File: config.mk
export PLATFORM = sky130hd
export DESIGN_NAME = block_scan_counter_flat
export DESIGN_NICKNAME = d
export VERILOG_FILES = /design/src/rtl/block_scan_counter_if.sv /design/src/rtl/block_scan_counter.sv /design/src/flat_wrapper.sv
export SDC_FILE = /design/constraint.sdc
export NUM_CORES = 1
export LEC_CHECK = 0
export CAP_MARGIN = 20
export CORE_MARGIN = 2
export CORE_UTILIZATION = 48
export CTS_CLUSTER_DIAMETER = 150
export DETAILED_ROUTE_END_ITERATION = 7
export GPL_ROUTABILITY_DRIVEN = 0
export GPL_TIMING_DRIVEN = 0
export PLACE_DENSITY = 0.77
export SETUP_SLACK_MARGIN = 0.05
export SLEW_MARGIN = 10
export SYNTH_ARGS = -nofsm -noshare
export SYNTH_HDL_FRONTEND = slang
export SYNTH_SLANG_ARGS = --single-unit
export TNS_END_PERCENT = 30
File: constraint.sdc
create_clock -name clk -period 2.6 [get_ports clk]
set_clock_uncertainty 0.15 [all_clocks]
set_input_delay 0.78 -clock clk [delete_from_list [all_inputs] [get_ports clk]]
set_output_delay 0.78 -clock clk [all_outputs]
set_load 0.005 [all_outputs]
File: src/rtl/block_scan_counter_if.sv
// Control/position bundle for block_scan_counter.
// The master drives restart/go/mode; the slave (the counter) returns the scan position and flags.
interface block_scan_counter_if #(
  parameter int unsigned LOG2_N = 3
) ();

  localparam int unsigned IDX_W = 2 * LOG2_N;

  logic              restart;
  logic              go;
  logic [1:0]        mode;
  logic [LOG2_N-1:0] u;
  logic [LOG2_N-1:0] v;
  logic [IDX_W-1:0]  idx;
  logic              first;
  logic              last;
  logic              done;

  modport master (
    output restart, go, mode,
    input  u, v, idx, first, last, done
  );

  modport slave (
    input  restart, go, mode,
    output u, v, idx, first, last, done
  );

endinterface

File: src/rtl/block_scan_counter.sv
// block_scan_counter: walks an N x N block (N = 2^LOG2_N) one position per go cycle.
// It emits the column u, the row v, the linear scan index and the first/last/done flags.
// Scan orders: raster, column-major and optional JPEG zigzag. Define BLOCK_SCAN_ZIGZAG_EN to
// include the zigzag order. Without it, mode 2 falls back to raster.
// CONTINUOUS=1 wraps to (0,0) after the last position and pulses done for one cycle.
module block_scan_counter #(
  parameter int unsigned LOG2_N     = 3,
  parameter bit          CONTINUOUS = 1'b0
) (
  input  logic                 clk,
  input  logic                 rst,
  block_scan_counter_if.slave  bus
);

  localparam int unsigned W     = LOG2_N;
  localparam int unsigned IDX_W = 2 * LOG2_N;

  // N*N-1 is all ones in 2*LOG2_N bits.
  localparam logic [W-1:0]     POS_MAX = {W{1'b1}};
  localparam logic [IDX_W-1:0] IDX_MAX = {IDX_W{1'b1}};

  localparam logic [1:0] MODE_COLUMN = 2'd1;
`ifdef BLOCK_SCAN_ZIGZAG_EN
  localparam logic [1:0] MODE_ZIGZAG = 2'd2;
`endif

  typedef enum logic [0:0] {
    ST_RUN  = 1'b0,
    ST_DONE = 1'b1
  } state_t;

  state_t           state_q, state_d;
  logic [W-1:0]     u_q, u_d;
  logic [W-1:0]     v_q, v_d;
  logic [IDX_W-1:0] idx_q, idx_d;
  logic             done_q, done_d;
  logic [1:0]       mode_q, mode_d;

  logic [W-1:0]     step_u;
  logic [W-1:0]     step_v;
  logic             last_c;

  assign last_c = (idx_q == IDX_MAX);

  // Compute the successor position for the latched scan order. It is only used when not at the last position.
  always_comb begin
    step_u = u_q;
    step_v = v_q;
    case (mode_q)
      MODE_COLUMN: begin
        if (v_q == POS_MAX) begin
          step_v = '0;
          step_u = u_q + W'(1);
        end else begin
          step_v = v_q + W'(1);
        end
      end
`ifdef BLOCK_SCAN_ZIGZAG_EN
      MODE_ZIGZAG: begin
        if ((u_q[0] ^ v_q[0]) == 1'b0) begin
          // Even diagonal: move up-right.
          if (u_q == POS_MAX) begin
            step_v = v_q + W'(1);
          end else if (v_q == '0) begin
            step_u = u_q + W'(1);
          end else begin
            step_u = u_q + W'(1);
            step_v = v_q - W'(1);
          end
        end else begin
          // Odd diagonal: move down-left.
          if (v_q == POS_MAX) begin
            step_u = u_q + W'(1);
          end else if (u_q == '0) begin
            step_v = v_q + W'(1);
          end else begin
            step_u = u_q - W'(1);
            step_v = v_q + W'(1);
          end
        end
      end
`endif
      default: begin
        // Raster. Mode 3 and any disabled mode also land here.
        if (u_q == POS_MAX) begin
          step_u = '0;
          step_v = v_q + W'(1);
        end else begin
          step_u = u_q + W'(1);
        end
      end
    endcase
  end

  // Next-state logic: restart has priority over go; DONE ignores go.
  always_comb begin
    state_d = state_q;
    u_d     = u_q;
    v_d     = v_q;
    idx_d   = idx_q;
    mode_d  = mode_q;
    done_d  = CONTINUOUS ? 1'b0 : done_q;

    if (bus.restart) begin
      state_d = ST_RUN;
      u_d     = '0;
      v_d     = '0;
      idx_d   = '0;
      done_d  = 1'b0;
      mode_d  = bus.mode;
    end else begin
      case (state_q)
        ST_RUN: begin
          if (bus.go) begin
            if (last_c) begin
              done_d = 1'b1;
              if (CONTINUOUS) begin
                u_d   = '0;
                v_d   = '0;
                idx_d = '0;
              end else begin
                state_d = ST_DONE;
              end
            end else begin
              u_d   = step_u;
              v_d   = step_v;
              idx_d = idx_q + IDX_W'(1);
            end
          end
        end
        ST_DONE: begin
          state_d = ST_DONE;
        end
        default: begin
          state_d = ST_RUN;
        end
      endcase
    end
  end

  // State and position registers.
  always_ff @(posedge clk or posedge rst) begin
    if (rst) begin
      state_q <= ST_RUN;
      u_q     <= '0;
      v_q     <= '0;
      idx_q   <= '0;
      done_q  <= 1'b0;
      mode_q  <= 2'd0;
    end else begin
      state_q <= state_d;
      u_q     <= u_d;
      v_q     <= v_d;
      idx_q   <= idx_d;
      done_q  <= done_d;
      mode_q  <= mode_d;
    end
  end

  assign bus.u     = u_q;
  assign bus.v     = v_q;
  assign bus.idx   = idx_q;
  assign bus.done  = done_q;
  assign bus.first = (idx_q == '0);
  assign bus.last  = last_c;

endmodule
File: src/flat_wrapper.sv
// flat-port wrapper written by rule: the top's interface ports become plain ports
module block_scan_counter_flat 
#(
  parameter int unsigned LOG2_N     = 3,
  parameter bit          CONTINUOUS = 1'b0
)
  (clk, rst, bus_restart, bus_go, bus_mode, bus_u, bus_v, bus_idx, bus_first, bus_last, bus_done);
  block_scan_counter_if #(.LOG2_N(LOG2_N)) bus_i ();
  input  logic clk;
  input  logic rst;
  input wire logic [$bits(bus_i.restart)-1:0] bus_restart;
  input wire logic [$bits(bus_i.go)-1:0] bus_go;
  input wire logic [$bits(bus_i.mode)-1:0] bus_mode;
  output wire logic [$bits(bus_i.u)-1:0] bus_u;
  output wire logic [$bits(bus_i.v)-1:0] bus_v;
  output wire logic [$bits(bus_i.idx)-1:0] bus_idx;
  output wire logic [$bits(bus_i.first)-1:0] bus_first;
  output wire logic [$bits(bus_i.last)-1:0] bus_last;
  output wire logic [$bits(bus_i.done)-1:0] bus_done;
  assign bus_i.restart = bus_restart;
  assign bus_i.go = bus_go;
  assign bus_i.mode = bus_mode;
  assign bus_u = bus_i.u;
  assign bus_v = bus_i.v;
  assign bus_idx = bus_i.idx;
  assign bus_first = bus_i.first;
  assign bus_last = bus_i.last;
  assign bus_done = bus_i.done;
  block_scan_counter #(.LOG2_N(LOG2_N), .CONTINUOUS(CONTINUOUS)) u_core (.clk(clk), .rst(rst), .bus(bus_i));
endmodule
# After elaboration in Yosys (flattened, before gate mapping)
# Cells that the tools add are included.
[totals] output_inout_bits=15 word_cells=51 register_bits=16 inputBits=6
[op_classes] n_addsub=3 bitwise_logic=1 n_mux=26 eq_ne=7 reduce_logical=8
[op_table] cell="2-to-1 mux 3 bit" n=14
[op_table] cell="2-to-1 mux 6 bit" n=4
[op_table] cell="AND reduction 4 bit" n=2
[op_table] cell="2-to-1 mux 1 bit" n=7
[op_table] cell="adder 3 x 1 -> 3 bit, second input constant" n=2
[op_table] cell="adder 6 x 1 -> 6 bit, second input constant" n=1
[op_table] cell="equality test 3 bit, second input constant" n=2
[op_table] cell="equality test 6 bit, second input constant" n=1
[op_table] cell="logical NOT 6 bit" n=1
[op_table] cell="AND reduction 3 bit" n=2
[op_table] cell="!= test 2 bit, second input constant" n=2
[op_table] cell="nonzero test 2 bit" n=2
[op_table] cell="!= test 3 x 2 -> 1 bit, second input constant" n=1
[op_table] cell="nonzero test 3 bit" n=1
[op_table] cell="equality test 2 x 1 -> 1 bit, second input constant" n=1
[op_table] cell="case mux 1 bit (2 select lines)" n=1
[op_table] cell="inverter 1 bit" n=1

# Depth between registers and ports, before layout
[depth] ltp_word=7 ltp_mapped=6 depth_no_buf=6

# Worst setup path before layout
# OpenSTA, ideal clock, no wires.
[synth_path] path_kind="register to register" start="register u_core.v_q[0] (netlist: u_core.bus.v[0])" end="register u_core.u_q[1] (netlist: u_core.bus.u[1])" n_path_buf=0 path_slack_ns=0.634 stages_incl_launch_ff=7 setup_ns=0.132 t_required_ns=2.318 arrival_ns=1.684 period_less_slack_ns=1.966 cell_sequence="dfrtp_1 ha_1 ha_1 or3b_2 o211ai_1 mux2i_1 nor2_1"
[synth_via] elab_chain_cells=3
[synth_rtl] item="from (decl)" line_no="block_scan_counter.sv:34" text="logic [W-1:0] v_q, v_d;"
[synth_rtl] item="from (signal assigned)" line_no="block_scan_counter.sv:153" text="v_q <= v_d;"
[synth_rtl] item="equality test 3 bit" line_no="block_scan_counter.sv:51" text="if (v_q == POS_MAX) begin"
[synth_rtl] item="!= test 3 x 2 -> 1 bit (no source line)"
[synth_rtl] item="AND reduction 4 bit (no source line)"
[synth_rtl] item="to (signal assigned)" line_no="block_scan_counter.sv:152" text="u_q <= u_d;"
[synth_rtl] item="to (decl)" line_no="block_scan_counter.sv:33" text="logic [W-1:0] u_q, u_d;"
# No other way between the ends.
# A chain may end at the register's enable or synchronous reset.

# Final worst setup path
[layout_path] start="register u_core.idx_q[1] (netlist: u_core.bus.idx[1])" end="output port bus_first"
[layout_via] elab_chain_cells=1
[layout_rtl] item="from (decl)" line_no="block_scan_counter.sv:35" text="logic [IDX_W-1:0] idx_q, idx_d;"
[layout_rtl] item="from (signal assigned)" line_no="block_scan_counter.sv:154" text="idx_q <= idx_d;"
[layout_rtl] item="logical NOT 6 bit" line_no="block_scan_counter.sv:164" text="assign bus.first = (idx_q == '0);"
[layout_rtl] item="to (decl)" line_no="flat_wrapper.sv:17" text="output wire logic [$bits(bus_i.first)-1:0] bus_first;"
# No other way between the ends.

==> impl_metrics.py <==
metrics = {
    "global_route": {
        "gr-total-overflow": 0,
        "antenna_found_initial": 0,
        "grt_pass1_vias": 730,
        "grt_pass1_wl_um": 3260,
        "track_usage_pct": 20.6,
        "grt_max_degree": 17,
    },
    "sta": {
        "fin_ws_ns": 0.220,
        "fmax_ghz": 0.420,
        "worstMarginPinSlew_ns": 0.617,
        "drv_slew": 0,
        "rsz0062_at_grt": "false",
        "fin_hold_ws_ns": 0.373,
        "fin_tns_setup_ns": 0,
        "hold_viol_final": 0,
        "period_share_pct": 91.6,
        "period_needed_ns": 2.38,
        "slew_headroom_pct": 58.8,
        "setup_viol": 0,
    },
    "die": {
        "die_h_um": 47.0,
        "rows": 15,
        "initial_core_util_pct": 51.3,
        "coreArea_sq_um": 1730,
        "dieArea_sq_um": 2210,
        "die_x_um": 47.0,
        "ios": 21,
    },
    "synth": {
        "syn-cell-area_sq_um": 886,
        "ys_types": 33,
        "synthCells": 83,
        "synth-seq-area-share_pct": 45.2,
        "synth_fp_nets": 95,
        "synth_warnings": 0,
        "avgSynthCellArea_sq_um": 10.7,
        "synth_seq_cells": 16,
    },
    "power_and_ir_drop": {
        "swShare_pct": 25.4,
        "p_leak_nw": 0.555,
        "p_int_w": 0.000398,
        "seqPwrFrac_pct": 50.9,
        "clkPwrFrac_pct": 31.2,
        "ir_drop_mv": 0.295,
        "power.switching_w": 0.000135,
        "power.density_nw_per_um2": 425,
        "p_comb_share_pct": 17.9,
    },
    "critical_path": {
        "crit_path_end_kind": "output port",
        "r2r_cells": 6,
        "critPathBufInv": 3,
        "r2r_start": "u_core.bus.v[0]",
        "path_delay_family": "buffers and inverters",
        "slowest_delay_ns": 0.43,
        "r2r-end": "u_core.bus.u[1]",
        "reg2reg_slack_ns": 0.45,
        "startpoint_type": "register",
        "path_cells": "buf_4 -> inv_1 -> ha_1 -> and2_1 -> dlygate4sd2_1",
        "critPathKind": "register to output port",
        "cp_slowest_cell": "dfrtp_1",
        "crit_fanout": 5,
        "crit_arrival_ns": 1.45,
        "cp.required_ns": 1.67,
    },
    "drt": {
        "drc": 0,
        "drt_iter0_drc": 26,
        "antenna_left": 0,
        "vias_per_cell": 5.51,
        "routed_wl_um": 2010,
        "drt_pass1_iterations": 4,
        "wl_per_cell_um": 14.4,
        "vias": 771,
    },
    "finish": {
        "area_delta_synth_final_pct": 41.5,
        "layout_common_cells": "clkdlybuf4s50_1 (18), dfrtp_1 (14), nor2_1 (9)",
        "final_common_cell": "clkdlybuf4s50_1",
        "finalNetCount": 128,
        "layout-drive-gt1-share_pct": 21.7,
        "num_antenna_cells": 0,
        "finalNonFillerCells": 140,
        "stdcell_area_sq_um": 1250,
    },
    "clock_network": {
        "cts_hold_buf": 0,
        "cts_made_buffers": 3,
        "cts_tree": "built",
        "ctsLongestPathBuffers": 2,
        "path_clk_slew_ns": 0.10,
        "htree_levels": 1,
        "cts-root-buf": "clkbuf_4",
        "clock_latency_ns": 0.28,
        "clkSinkCount": 16,
    },
    "place": {
        "numPortBuffers": 20,
        "place_area_sq_um": 1120,
        "hpwl_um": 1320,
        "place_ws_ns": 0.0558,
        "dp_cells": 128,
    },
    "worst_hold_path": {
        "whs_endpoint": "u_core.bus.done",
        "whs_path_depth": 2,
        "hp-start": "u_core.bus.done",
        "hp-class": "register to register",
    },
    "job": {
        "maxCapViolCount": 0,
    },
    "run_status": {
        "status": "completed",
    },
}
[layer usage]
layer / global-route usage, % / vias up / part of all wire (%)
met5: 0 / - / 0
met4: 7.22 / 0 / 0.60
met3: 3.46 / 2 / 3.8
met2: 32.3 / 19 / 50
met1: 28.7 / 386 / 46
li1: - / 364 / -
[Yosys cell counts]
cell | instances | share of area [%]
dfrtp_1 | 16 | 45
nor2_1 | 10 | 4.2
ha_1 | 6 | 8.5
a21oi_1 | 4 | 2.3
nand2_1 | 4 | 1.7
nor2b_1 | 4 | 2.8
inv_1 | 3 | 1.3
mux2i_1 | 3 | 3.4
o211ai_1 | 3 | 2.5
a221o_1 | 2 | 2.3
clkbuf_1 | 2 | 0.85
mux2_2 | 2 | 2.5
nor3_1 | 2 | 1.1
o31ai_1 | 2 | 1.7
xor2_1 | 2 | 2.0
a2111oi_0 | 1 | 0.99
a41oi_1 | 1 | 0.99
and2_1 | 1 | 0.71
and4b_1 | 1 | 1.1
nand2b_1 | 1 | 0.71
nand3_1 | 1 | 0.56
nand3_2 | 1 | 1.1
nand3b_1 | 1 | 0.85
nor2b_4 | 1 | 1.6
nor4_1 | 1 | 0.71
nor4b_1 | 1 | 0.99
nor4bb_1 | 1 | 1.1
o21ai_0 | 1 | 0.56
o21ai_4 | 1 | 1.8
or3b_1 | 1 | 0.99
or3b_2 | 1 | 0.99
or4_1 | 1 | 0.85
xnor2_1 | 1 | 0.99
[cell families after synthesis]
kind of cell    Yosys count  synth area share (%)
compound gates           15                  13.1
xor+xnor                  3                  2.97
fa+ha+maj                 6                  8.47
buf+inv                   5                  2.12
flops                    16                  45.2
mux                       5                  5.93
simple gates             33                  22.2
[how the worst max path moves through the flow]
stage / start / end / cells after the start
after floorplan: u_core.bus.v[0] / u_core.bus.u[1] / 6
after global placement: bus_go / u_core.bus.idx[5] / 5
after detailed placement: bus_go / u_core.bus.idx[5] / 5
after CTS: u_core.bus.idx[4] / bus_last / 3
after global routing: u_core.bus.idx[1] / bus_first / 5
final: u_core.bus.idx[1] / bus_first / 5
[final cells by class]
| class | count | area [sq um] |
|---|---|---|
| multi-input combinational | 62 | 503 |
| fill | 126 | 473 |
| sequential | 16 | 403 |
| timing repair buffer | 28 | 262 |
| clock buffer | 4 | 36.3 |
| tap | 25 | 31.3 |
| inverter | 3 | 11.3 |
| buffer | 2 | 7.51 |
[repair_timing]
item / 4_1_cts / 5_1_grt
hold endpoints to repair: 0 / 0
endpoints found under the setup margin: 2 / 1
setup buffers: 5 / 3
pin swaps: 1 / 3
gates resized for setup: 10 / 2
[state kept, by name (all words and copies together) (netlist names)]
signal	count
u_core.bus.done	1
u_core.bus.idx	6
u_core.mode_q	2
u_core.bus.u	3
u_core.state_q	1
u_core.bus.v	3
[power groups by stage]
stage                     Sequential [W]  Combinational, W  Clock, W
after floorplan                 0.000275         0.0000477         0
after global placement          0.000276         0.0000849         0
after detailed placement        0.000277         0.0000881         0
after CTS                       0.000271         0.0000959  0.000170
after global routing            0.000273          0.000107  0.000177
final                           0.000271         0.0000955  0.000166
[per-stage QoR]
stage               total power [W]  util [%]
finish                     0.000533      72.6
global route               0.000557      72.6
CTS                        0.000536      71.0
detailed placement         0.000365      64.7
global placement           0.000361      64.7
floorplan                  0.000323         -
[worst register-to-register path, stage by stage (launching register included)]
cell and delay [ns]:
dfrtp_1 0.44, ha_1 0.22, ha_1 0.20, or3b_2 0.48
o211ai_1 0.22, mux2i_1 0.27, nor2_1 0.06
Power figures use the tool's default switching activity.
